<file path="config.mk">
export PLATFORM = sky130hd
export DESIGN_NAME = seq_div_6_by_4bit
export DESIGN_NICKNAME = d
export VERILOG_FILES = /design/src/rtl/seq_div_6_by_4bit.sv
export SDC_FILE = /design/constraint.sdc
export NUM_CORES = 1
export LEC_CHECK = 0
export CAP_MARGIN = 20
export CORE_ASPECT_RATIO = 1.75
export CORE_MARGIN = 5
export CORE_UTILIZATION = 30
export CTS_BUF_LIST = sky130_fd_sc_hd__clkbuf_16
export CTS_CLUSTER_DIAMETER = 80
export DETAILED_ROUTE_END_ITERATION = 6
export GPL_TIMING_DRIVEN = 0
export PLACE_DENSITY = 0.55
export SETUP_SLACK_MARGIN = 0.15
export SLEW_MARGIN = 20
export SYNTH_ARGS = -nofsm -noshare
export SYNTH_HDL_FRONTEND = slang
export SYNTH_SLANG_ARGS = --single-unit
</file>
<file path="constraint.sdc">
create_clock -name clk -period 1.5 [get_ports clk]
set_input_delay 0.45 -clock clk [delete_from_list [all_inputs] [get_ports clk]]
set_output_delay 0.45 -clock clk [all_outputs]
set_load 0.01 [all_outputs]
</file>
<file path="src/rtl/seq_div_6_by_4bit.sv">
// Multi-cycle restoring divider: DW-bit dividend / VW-bit divisor, one quotient bit per clock.
// Start/busy/done handshake; results and div_by_zero hold until the next accepted start.
//
// state  | meaning
// -------+-------------------------------------------------------------
// S_IDLE | waiting for start; results from the last operation held
// S_RUN  | iterating, cnt_q = 0..DW-1, one quotient bit per edge
// S_ZERO | divisor was 0; publish all-ones quotient and flag next edge
module seq_div_6_by_4bit #(
  parameter int DW = 6,
  parameter int VW = 4
) (
  input  logic          clk,
  input  logic          rst_n,
  input  logic          start,
  input  logic [DW-1:0] dividend,
  input  logic [VW-1:0] divisor,
  output logic          busy,
  output logic          done,
  output logic [DW-1:0] quotient,
  output logic [VW-1:0] remainder,
  output logic          div_by_zero
);

  localparam int CW = (DW > 1) ? $clog2(DW) : 1;

  typedef enum logic [1:0] {
    S_IDLE,
    S_RUN,
    S_ZERO
  } state_t;

  state_t        state_q, state_d;
  logic [CW-1:0] cnt_q, cnt_d;
  logic [DW-1:0] dvd_q, dvd_d;
  logic [VW-1:0] dvs_q, dvs_d;
  logic [VW:0]   rem_q, rem_d;
  logic [DW-1:0] quo_sh_q, quo_sh_d;
  logic [DW-1:0] quotient_q, quotient_d;
  logic [VW-1:0] remainder_q, remainder_d;
  logic          dbz_q, dbz_d;
  logic          done_q, done_d;

  logic [VW:0]   rem_shift;
  logic [VW:0]   rem_step;
  logic          q_bit;
  logic [DW-1:0] quo_step;

  // Partial remainder is always < divisor before the shift, so VW+1 bits never overflow.
  always_comb begin
    rem_shift = {rem_q[VW-1:0], dvd_q[DW-1]};
    q_bit     = (rem_shift >= {1'b0, dvs_q});
    rem_step  = q_bit ? (rem_shift - {1'b0, dvs_q}) : rem_shift;
    quo_step  = {quo_sh_q[DW-2:0], q_bit};
  end

  always_comb begin
    state_d     = state_q;
    cnt_d       = cnt_q;
    dvd_d       = dvd_q;
    dvs_d       = dvs_q;
    rem_d       = rem_q;
    quo_sh_d    = quo_sh_q;
    quotient_d  = quotient_q;
    remainder_d = remainder_q;
    dbz_d       = dbz_q;
    done_d      = 1'b0;

    case (state_q)
      S_IDLE: begin
        if (start) begin
          dvd_d    = dividend;
          dvs_d    = divisor;
          rem_d    = '0;
          quo_sh_d = '0;
          cnt_d    = '0;
          dbz_d    = 1'b0;
          state_d  = (divisor == '0) ? S_ZERO : S_RUN;
        end
      end
      S_RUN: begin
        dvd_d    = {dvd_q[DW-2:0], 1'b0};
        rem_d    = rem_step;
        quo_sh_d = quo_step;
        cnt_d    = cnt_q + 1'b1;
        if (cnt_q == CW'(DW - 1)) begin
          quotient_d  = quo_step;
          remainder_d = rem_step[VW-1:0];
          done_d      = 1'b1;
          state_d     = S_IDLE;
        end
      end
      S_ZERO: begin
        quotient_d  = '1;
        remainder_d = '0;
        dbz_d       = 1'b1;
        done_d      = 1'b1;
        state_d     = S_IDLE;
      end
      default: state_d = S_IDLE;
    endcase
  end

  always_ff @(posedge clk or negedge rst_n) begin
    if (!rst_n) begin
      state_q     <= S_IDLE;
      cnt_q       <= '0;
      dvd_q       <= '0;
      dvs_q       <= '0;
      rem_q       <= '0;
      quo_sh_q    <= '0;
      quotient_q  <= '0;
      remainder_q <= '0;
      dbz_q       <= 1'b0;
      done_q      <= 1'b0;
    end else begin
      state_q     <= state_d;
      cnt_q       <= cnt_d;
      dvd_q       <= dvd_d;
      dvs_q       <= dvs_d;
      rem_q       <= rem_d;
      quo_sh_q    <= quo_sh_d;
      quotient_q  <= quotient_d;
      remainder_q <= remainder_d;
      dbz_q       <= dbz_d;
      done_q      <= done_d;
    end
  end

  assign busy        = (state_q != S_IDLE);
  assign done        = done_q;
  assign quotient    = quotient_q;
  assign remainder   = remainder_q;
  assign div_by_zero = dbz_q;

endmodule

</file>
After elaboration in Yosys (flattened, before gate mapping)
Cells that the tools add are included.
{"block": "totals", "ff_bits": 36, "in_bits": 13, "out_inout_bits": 13}
{"block": "op_classes", "addsub": 2, "n_lt_le_gt_ge": 1, "eq_ne": 5, "n_mux": 21, "n_reduce_logical": 11}
{"operator": "one-hot mux 6 bit (2 select lines)", "n": 2}
{"operator": "one-hot mux 4 bit (2 select lines)", "n": 2}
{"operator": "2-to-1 mux 4 bit", "n": 3}
{"operator": "2-to-1 mux 6 bit", "n": 2}
{"operator": "one-hot mux 5 bit (2 select lines)", "n": 1}
{"operator": "AND reduction 2 bit", "n": 5}
{"operator": "nonzero test 2 bit", "n": 4}
{"operator": "2-to-1 mux 2 bit", "n": 3}
{"operator": "one-hot mux 3 bit (2 select lines)", "n": 1}
{"operator": ">= comparator 5 x 4 -> 1 bit", "n": 1}
{"operator": "2-to-1 mux 5 bit", "n": 1}
{"operator": "logical NOT 4 bit", "n": 1}
{"operator": "!= test 2 bit (second input constant)", "n": 2}
{"operator": "one-hot mux 1 bit (2 select lines)", "n": 2}
{"operator": "one-hot mux 2 bit (2 select lines)", "n": 1}
{"operator": "subtractor 4 bit", "n": 1}
{"operator": "adder 3 x 1 -> 3 bit (second input constant)", "n": 1}
{"operator": "equality test 3 bit (second input constant)", "n": 1}
{"operator": "2-to-1 mux 3 bit", "n": 1}
{"operator": "equality test 2 x 1 -> 1 bit (second input constant)", "n": 1}
{"operator": "equality test 2 bit (second input constant)", "n": 1}
{"operator": "logical NOT 2 bit", "n": 1}
{"operator": "2-to-1 mux 1 bit", "n": 2}

Longest topological paths before layout
Gate-level depths: netlist of the first run.
{"block": "depth", "depth_word": 4, "depth_mapped": 8, "mapped_depth_nobuf": 7}

Worst setup path before layout of the first run
Ideal clock, no wire load.
{"block": "synth_path", "path_kind": "flip-flop to flip-flop", "from": "register dvd_q[5]", "to": "register remainder_q[2] (netlist: remainder[2])", "setup_time_ns": 0.122, "arrival_time_ns": 1.492, "t_required_ns": 1.378, "path_slack_ns": -0.113, "path_stages_with_launch": 8, "path_buffers": 0, "period_less_slack_ns": 1.613, "path_cell_list": "dfrtp_1 > inv_1 > ha_1 > inv_1 > fa_1 > xnor2_1 > nand3_1 > a32o_1"}
{"block": "synth_via", "elab_chain_len": 4}
{"element": "start, declared", "line_no": "35", "rtl": "logic [DW-1:0] dvd_q, dvd_d;"}
{"element": "start signal, assigned", "line_no": "119", "rtl": "dvd_q <= dvd_d;"}
{"element": "subtractor 4 bit or >= comparator 5 x 4 -> 1 bit (tied branches)", "line_no": "53, 52"}
{"element": "2-to-1 mux 4 bit (*)", "line_no": "53", "rtl": "rem_step = q_bit ? (rem_shift - {1'b0, dvs_q}) : rem_shift;"}
{"element": "2-to-1 mux 4 bit (*)", "line_no": "86", "rtl": "if (cnt_q == CW'(DW - 1)) begin"}
{"element": "one-hot mux 4 bit (2 select lines) (*)", "line_no": "69", "rtl": "case (state_q)"}
{"element": "end signal, assigned", "line_no": "124", "rtl": "remainder_q <= remainder_d;"}
{"element": "end, declared", "line_no": "40", "rtl": "logic [VW-1:0] remainder_q, remainder_d;"}
Every way passes the cells marked *; elsewhere a longest branch is shown, timed or not. The select of a mux whose other input is x is not followed.
A chain may end at the register's enable or synchronous reset.

Final worst setup path of the first run
{"block": "layout_path", "from": "register rem_q[0]", "to": "register rem_q[2]"}
{"block": "layout_via", "elab_chain_len": 3}
{"element": "start, declared", "line_no": "37", "rtl": "logic [VW:0] rem_q, rem_d;"}
{"element": "start signal, assigned", "line_no": "121", "rtl": "rem_q <= rem_d;"}
{"element": "subtractor 4 bit or >= comparator 5 x 4 -> 1 bit (tied branches)", "line_no": "53, 52"}
{"element": "2-to-1 mux 4 bit (*)", "line_no": "53"}
{"element": "one-hot mux 4 bit (2 select lines) (*)", "line_no": "69"}
Every way passes the cells marked *; elsewhere a longest branch is shown, timed or not.

==> impl_metrics.json, run 1 <==
{
  "grt_use_total": 0.144,
  "yosysTopAreaCellShare": 0.499,
  "antenna_left": 0,
  "netSwitchingFraction": 0.403,
  "layout_common_cells": "35 x dfrtp_1, 17 x buf_6, 16 x buf_4",
  "cp_data_arrival_time_ps": 1830,
  "initial_utilization": 0.307,
  "layout.cells.non_filler": 323,
  "placed_cell_area_mm2": 0.00225,
  "fmax_mhz": 601,
  "drt-initial-drc-count": 85,
  "antenna_found_initial": 0,
  "clock-root-buffer": "clkbuf_16",
  "place_inst": 281,
  "syn_nets": 200,
  "cts_num_sinks": 36,
  "max_slew_margin": 0.749,
  "cts_hold_buf": 0,
  "diodes": 0,
  "cts_buffer_depth": 2,
  "seq_area_frac_synth": 0.499,
  "final_nets": 267,
  "first_pass_iters": 4,
  "rr_startpoint": "rem_q[0]",
  "clk_latency_ps": 280,
  "synthTopCellsByArea": "dfrtp_1 50%, ha_1 6.2%, nand2_1 4.8%, o21ai_0 3.6%, inv_1 3.3%",
  "ff2ff_setup_slack_ps": -160,
  "rsz0062_at_grt": "yes",
  "crit_start": "rem_q[0]",
  "vdd_drop_max_v": 0.000753,
  "gr-total-overflow": 0,
  "post-route-period-util": 1.11,
  "utilization": 0.511,
  "synth_top_family_by_area": "compound AO/OA/AOI/OAI gates",
  "synth_mux_area_frac": 0.0235,
  "skew_ps": 4.54,
  "setup_violations": 30,
  "combPwrFrac": 0.629,
  "num_rows": 37,
  "cp.required_ps": 1660,
  "synth_xor_area_frac": 0.00485,
  "mostFrequentLayoutCell": "dfrtp_1",
  "syn_area_per_cell_um2": 10.2,
  "synth_compound_area_frac": 0.215,
  "dieArea_mm2": 0.00774,
  "syn_area_mm2": 0.00181,
  "synthCells": 177,
  "place_ws_ps": -360,
  "outcome": "finished, violations left",
  "fin_ws_ps": -163,
  "report.final.hold_viol_count": 0,
  "worst_pin_slew_ps": 373,
  "numCtsBuffers": 5,
  "viasPerCell": 4.90,
  "ys_warn_count": 0,
  "io_buffers": 25,
  "drc": 0,
  "p_clk_frac": 0.139,
  "die-height_um": 113,
  "cts_max_level": 2,
  "crit_end": "rem_q[2]",
  "synthSimpleGateAreaFrac": 0.130,
  "end_kind": "register",
  "die_x_um": 68.7,
  "area_growth_pct": 66.3,
  "yosys.cell_types.count": 41,
  "core_mm2": 0.00588,
  "cellLeakagePower_nw": 1.32,
  "yosys.area.top_type": "dfrtp_1",
  "r2r_end": "rem_q[2]",
  "grt_pass1_vias": 1690,
  "dp_hpwl_um": 3290,
  "grt_pass1_wl_um": 8220,
  "grt_max_degree": 27,
  "p_sw_w": 0.00284,
  "drt_wl_total_um": 5110,
  "synth_fa_ha_area_frac": 0.0734,
  "hold_class": "input pin to async pin",
  "p_per_area_mw_per_mm2": 2340,
  "via_count": 1584,
  "start_kind": "register",
  "power_frac_seq": 0.232,
  "p_int_w": 0.00420,
  "fin_crit_ps": 1660,
  "drv_cap": 0,
  "setup-tns-final_ps": -2210,
  "avgRoutedWirePerCell_um": 15.8,
  "drive_gt1_frac": 0.502,
  "clk_pin_slew_ps": 60,
  "synth-seq-cells": 36,
  "cts_tree": "done",
  "maxSlewViolCount": 0,
  "gp_congestion": 0.793,
  "path_class": "register to register",
  "r2r_cells": 5,
  "violations": "negative setup slack",
  "cp_max_fo": 5,
  "final_area_mm2": 0.00301,
  "io_pins": 26
}
-- critical path, stage by stage (launching register included) --
cell	delay (ps)
dfrtp_2	420
ha_4	170
nor4_4	350
o21ai_4	120
a21o_2	220
a32o_1	250
-- power groups by stage --
stage	logic (W)	registers [W]	clock network (W)
6_report	0.00443	0.00163	0.000980
5_1_grt	0.00477	0.00167	0.00104
4_1_cts	0.00409	0.00160	0.000999
3_5_place_dp	0.00273	0.00159	0
3_3_place_gp	0.00269	0.00159	0
2_1_floorplan	0.00189	0.00158	0
-- cell type report --
cell class / count / area, um2
Buffer: 6 / 68.8
Clock buffer: 5 / 125
Clock inverter: 3 / 13.8
Fill cell: 557 / 2870
Inverter: 16 / 70.1
Multi-Input combinational cell: 120 / 1160
Sequential cell: 36 / 902
Tap cell: 78 / 97.6
Timing Repair Buffer: 59 / 566
-- synth_stat cells --
cell,n
a2111o_1,1
a21bo_4,1
a21o_2,1
a21oi_1,9
a22o_1,5
a22oi_1,1
a31oi_1,1
a32o_1,5
and2_1,1
buf_2,3
buf_4,1
buf_6,1
clkbuf_2,1
dfrtp_1,36
fa_1,1
ha_1,9
inv_1,16
mux2_2,2
mux2i_1,2
nand2_1,23
nand2_2,1
nand2b_1,2
nand3_1,2
nand4_1,1
nand4b_1,1
nor2_1,12
nor2_2,1
nor2b_1,2
nor4_1,1
nor4_4,1
o211ai_2,1
o21a_1,2
o21ai_0,13
o21ai_1,1
o21ai_2,3
o22ai_1,7
o311ai_1,1
o31ai_1,2
o32ai_1,1
or2_0,1
xnor2_1,1
-- sequential cells by signal, summed over array words and instances, names as in the netlist --
| register | count |
|---|---|
| div_by_zero | 1 |
| dvs_q | 4 |
| done | 1 |
| rem_q | 4 |
| cnt_q | 3 |
| remainder | 4 |
| dvd_q | 6 |
| quotient | 6 |
| state_q | 2 |
| quo_sh_q | 5 |
-- worst min-delay path by stage --
stage,endpoint,depth (start not counted),slack [ps]
after floorplan,cnt_q[0],0,150
after global placement,quotient[4],2,470
after detailed placement,rem_q[2],1,340
after CTS,quotient[3],1,50
after global routing,quotient[3],1,60
final,rem_q[2],1,50
-- cells by family after synthesis --
family | Yosys count
flops | 36
fa+ha+maj | 10
simple gates | 49
compound gates | 55
buf+inv | 22
xor+xnor | 1
mux | 4
-- routing by layer --
metal | track usage | part of all wire
met2 | 0.267 | 0.60
met4 | 0.0757 | 0.025
met3 | 0.0180 | 0.019
met5 | 0 | 0
met1 | 0.146 | 0.35
-- through the flow --
step,hold slack [ps],total power (W)
after global placement,467,0.00428
final,46.5,0.00704
after detailed placement,344,0.00432
after global routing,57.0,0.00748
after CTS,51.2,0.00668
after floorplan,154,0.00348
-- timing repair --
| item | 4_1_cts | 5_1_grt |
|---|---|---|
| setup buffers | 27 | 4 |
| gates cloned | 3 | 0 |
| resized for setup | 105 | 34 |
| setup endpoints to repair | 47 | 41 |
| pin swaps | 26 | 9 |
(Power assumes the default switching activity.)
==> run 2, diff against run 1 <==
--- a/config.mk
+++ b/config.mk
@@ -10,10 +10,11 @@
 export CORE_MARGIN = 5
 export CORE_UTILIZATION = 30
 export CTS_BUF_LIST = sky130_fd_sc_hd__clkbuf_16
-export CTS_CLUSTER_DIAMETER = 80
 export DETAILED_ROUTE_END_ITERATION = 6
 export GPL_TIMING_DRIVEN = 0
+export HOLD_SLACK_MARGIN = 0.05
 export PLACE_DENSITY = 0.55
+export RECOVER_POWER = 50
 export SETUP_SLACK_MARGIN = 0.15
 export SLEW_MARGIN = 20
 export SYNTH_ARGS = -nofsm -noshare
==> impl_metrics.json, run 2 (same netlist as run 1, synthesis figures left out) <==
{
  "gr-total-overflow": 0,
  "viasPerCell": 4.93,
  "grt_pass1_vias": 1690,
  "cts_hold_buf": 0,
  "clk_pin_slew_ps": 60,
  "start_kind": "register",
  "mostFrequentLayoutCell": "dfrtp_1",
  "cts_buffer_depth": 2,
  "placed_cell_area_mm2": 0.00225,
  "layout_common_cells": "35 x dfrtp_1, 17 x buf_6, 16 x buf_4",
  "fin_ws_ps": -163,
  "fmax_mhz": 601,
  "report.final.hold_viol_count": 0,
  "avgRoutedWirePerCell_um": 15.8,
  "critPathBufInv": 0,
  "outcome": "finished, violations left",
  "cts_num_sinks": 36,
  "first_pass_iters": 4,
  "p_per_area_mw_per_mm2": 2350,
  "drc": 0,
  "skew_ps": 4.59,
  "critPathSlowestCell": "dfrtp_2",
  "grt_max_degree": 27,
  "cts_max_level": 2,
  "crit_start": "rem_q[0]",
  "max_slew_margin": 0.552,
  "antenna_left": 0,
  "cp_max_fo": 5,
  "end_kind": "register",
  "diodes": 0,
  "drt_wl_total_um": 5120,
  "cp_cell_sequence": "ha_4, nor4_4, o21ai_4, a21o_2, a32o_1",
  "cts_tree": "done",
  "area_growth_pct": 65.4,
  "rsz0062_at_grt": "yes",
  "critPathTopFamily": "compound AO/OA/AOI/OAI gates",
  "drive_gt1_frac": 0.498,
  "drt-initial-drc-count": 60,
  "num_rows": 37,
  "path_depth": 5,
  "core_mm2": 0.00588,
  "vdd_drop_max_v": 0.000749,
  "dp_hpwl_um": 3290,
  "grt_use_total": 0.144,
  "die-height_um": 113,
  "path_class": "register to register",
  "setup-tns-final_ps": -2160,
  "grt_pass1_wl_um": 8220,
  "rr_startpoint": "rem_q[0]",
  "layout.cells.non_filler": 323,
  "place_inst": 281,
  "drv_cap": 0,
  "crit_end": "rem_q[2]",
  "initial_utilization": 0.307,
  "cp.required_ps": 1660,
  "via_count": 1592,
  "r2r_end": "rem_q[2]",
  "setup_violations": 30,
  "final_nets": 267,
  "hold_class": "input pin to async pin",
  "clock-root-buffer": "clkbuf_16",
  "clk_latency_ps": 280,
  "cellLeakagePower_nw": 1.31,
  "gp_congestion": 0.793,
  "r2r_cells": 5,
  "antenna_found_initial": 0,
  "ff2ff_setup_slack_ps": -160,
  "numCtsBuffers": 5,
  "maxSlewViolCount": 0,
  "io_buffers": 25,
  "worst_pin_slew_ps": 673,
  "io_pins": 26,
  "die_x_um": 68.7,
  "dieArea_mm2": 0.00774,
  "final_area_mm2": 0.00299,
  "post-route-period-util": 1.11,
  "violations": "negative setup slack",
  "cp_data_arrival_time_ps": 1830,
  "slowest_delay_ps": 430,
  "fin_crit_ps": 1660
}
==> run 2: changes by cell type in the layout (fill, tap and decap cells not counted) <==
cell and change:
buf_12 -1, buf_2 -1, clkbuf_1 +1, clkbuf_2 +1
==> run 2: worst reg2reg max path: stages, from the launching register on <==
cell and delay, ps:
dfrtp_2 430, ha_4 180, nor4_4 350, o21ai_4 120
a21o_2 220, a32o_1 250
==> run 2: worst min path at each step <==
stage | startpoint | endpoint | slack (ps) | cells after the start
global route | rst_n | quotient[3] | 190 | 1
detailed placement | rst_n | rem_q[2] | 340 | 1
finish | rst_n | rem_q[2] | 140 | 1
CTS | rst_n | quotient[3] | 50 | 1
floorplan | rst_n | cnt_q[0] | 150 | 0
global placement | quotient[4] | quotient[4] | 470 | 2
==> run 2: timing repair <==
item	4_1_cts	5_1_grt
pin swaps	26	9
resized for setup	105	34
cloned	3	0
endpoints found under the setup margin	47	41
setup buffers	27	4
endpoints found under the hold margin	0	0
==> run 2: metrics by stage <==
stage	hold WS [ps]	worst slack, ps	utilization	power, W
2_1_floorplan	154	-42.5	-	0.00348
3_3_place_gp	467	-913	0.380	0.00428
4_1_cts	51.2	-176	0.492	0.00668
3_5_place_dp	344	-360	0.383	0.00432
5_1_grt	188	-210	0.508	0.00747
6_report	144	-163	0.508	0.00704
==> run 2: final cells by class <==
class | instances | area, um2
Fill cell | 559 | 2890
Multi-Input combinational cell | 120 | 1160
Sequential cell | 36 | 902
Timing Repair Buffer | 59 | 549
Clock buffer | 5 | 125
Tap cell | 78 | 97.6
Inverter | 16 | 70.1
Buffer | 6 | 68.8
Clock inverter | 3 | 13.8
==> run 2: metal layers <==
| layer | vias up | share of wire | GRT usage |
|---|---|---|---|
| li1 | 762 | - | - |
| met1 | 798 | 0.35 | 0.146 |
| met2 | 22 | 0.61 | 0.267 |
| met3 | 10 | 0.018 | 0.0180 |
| met4 | 0 | 0.021 | 0.0757 |
| met5 | - | 0 | 0 |
==> run 2: where the power goes <==
group / internal [W] / switching (W)
clock: 0.000602 / 0.000378
sequential: 0.00132 / 0.000307
combinational: 0.00227 / 0.00216
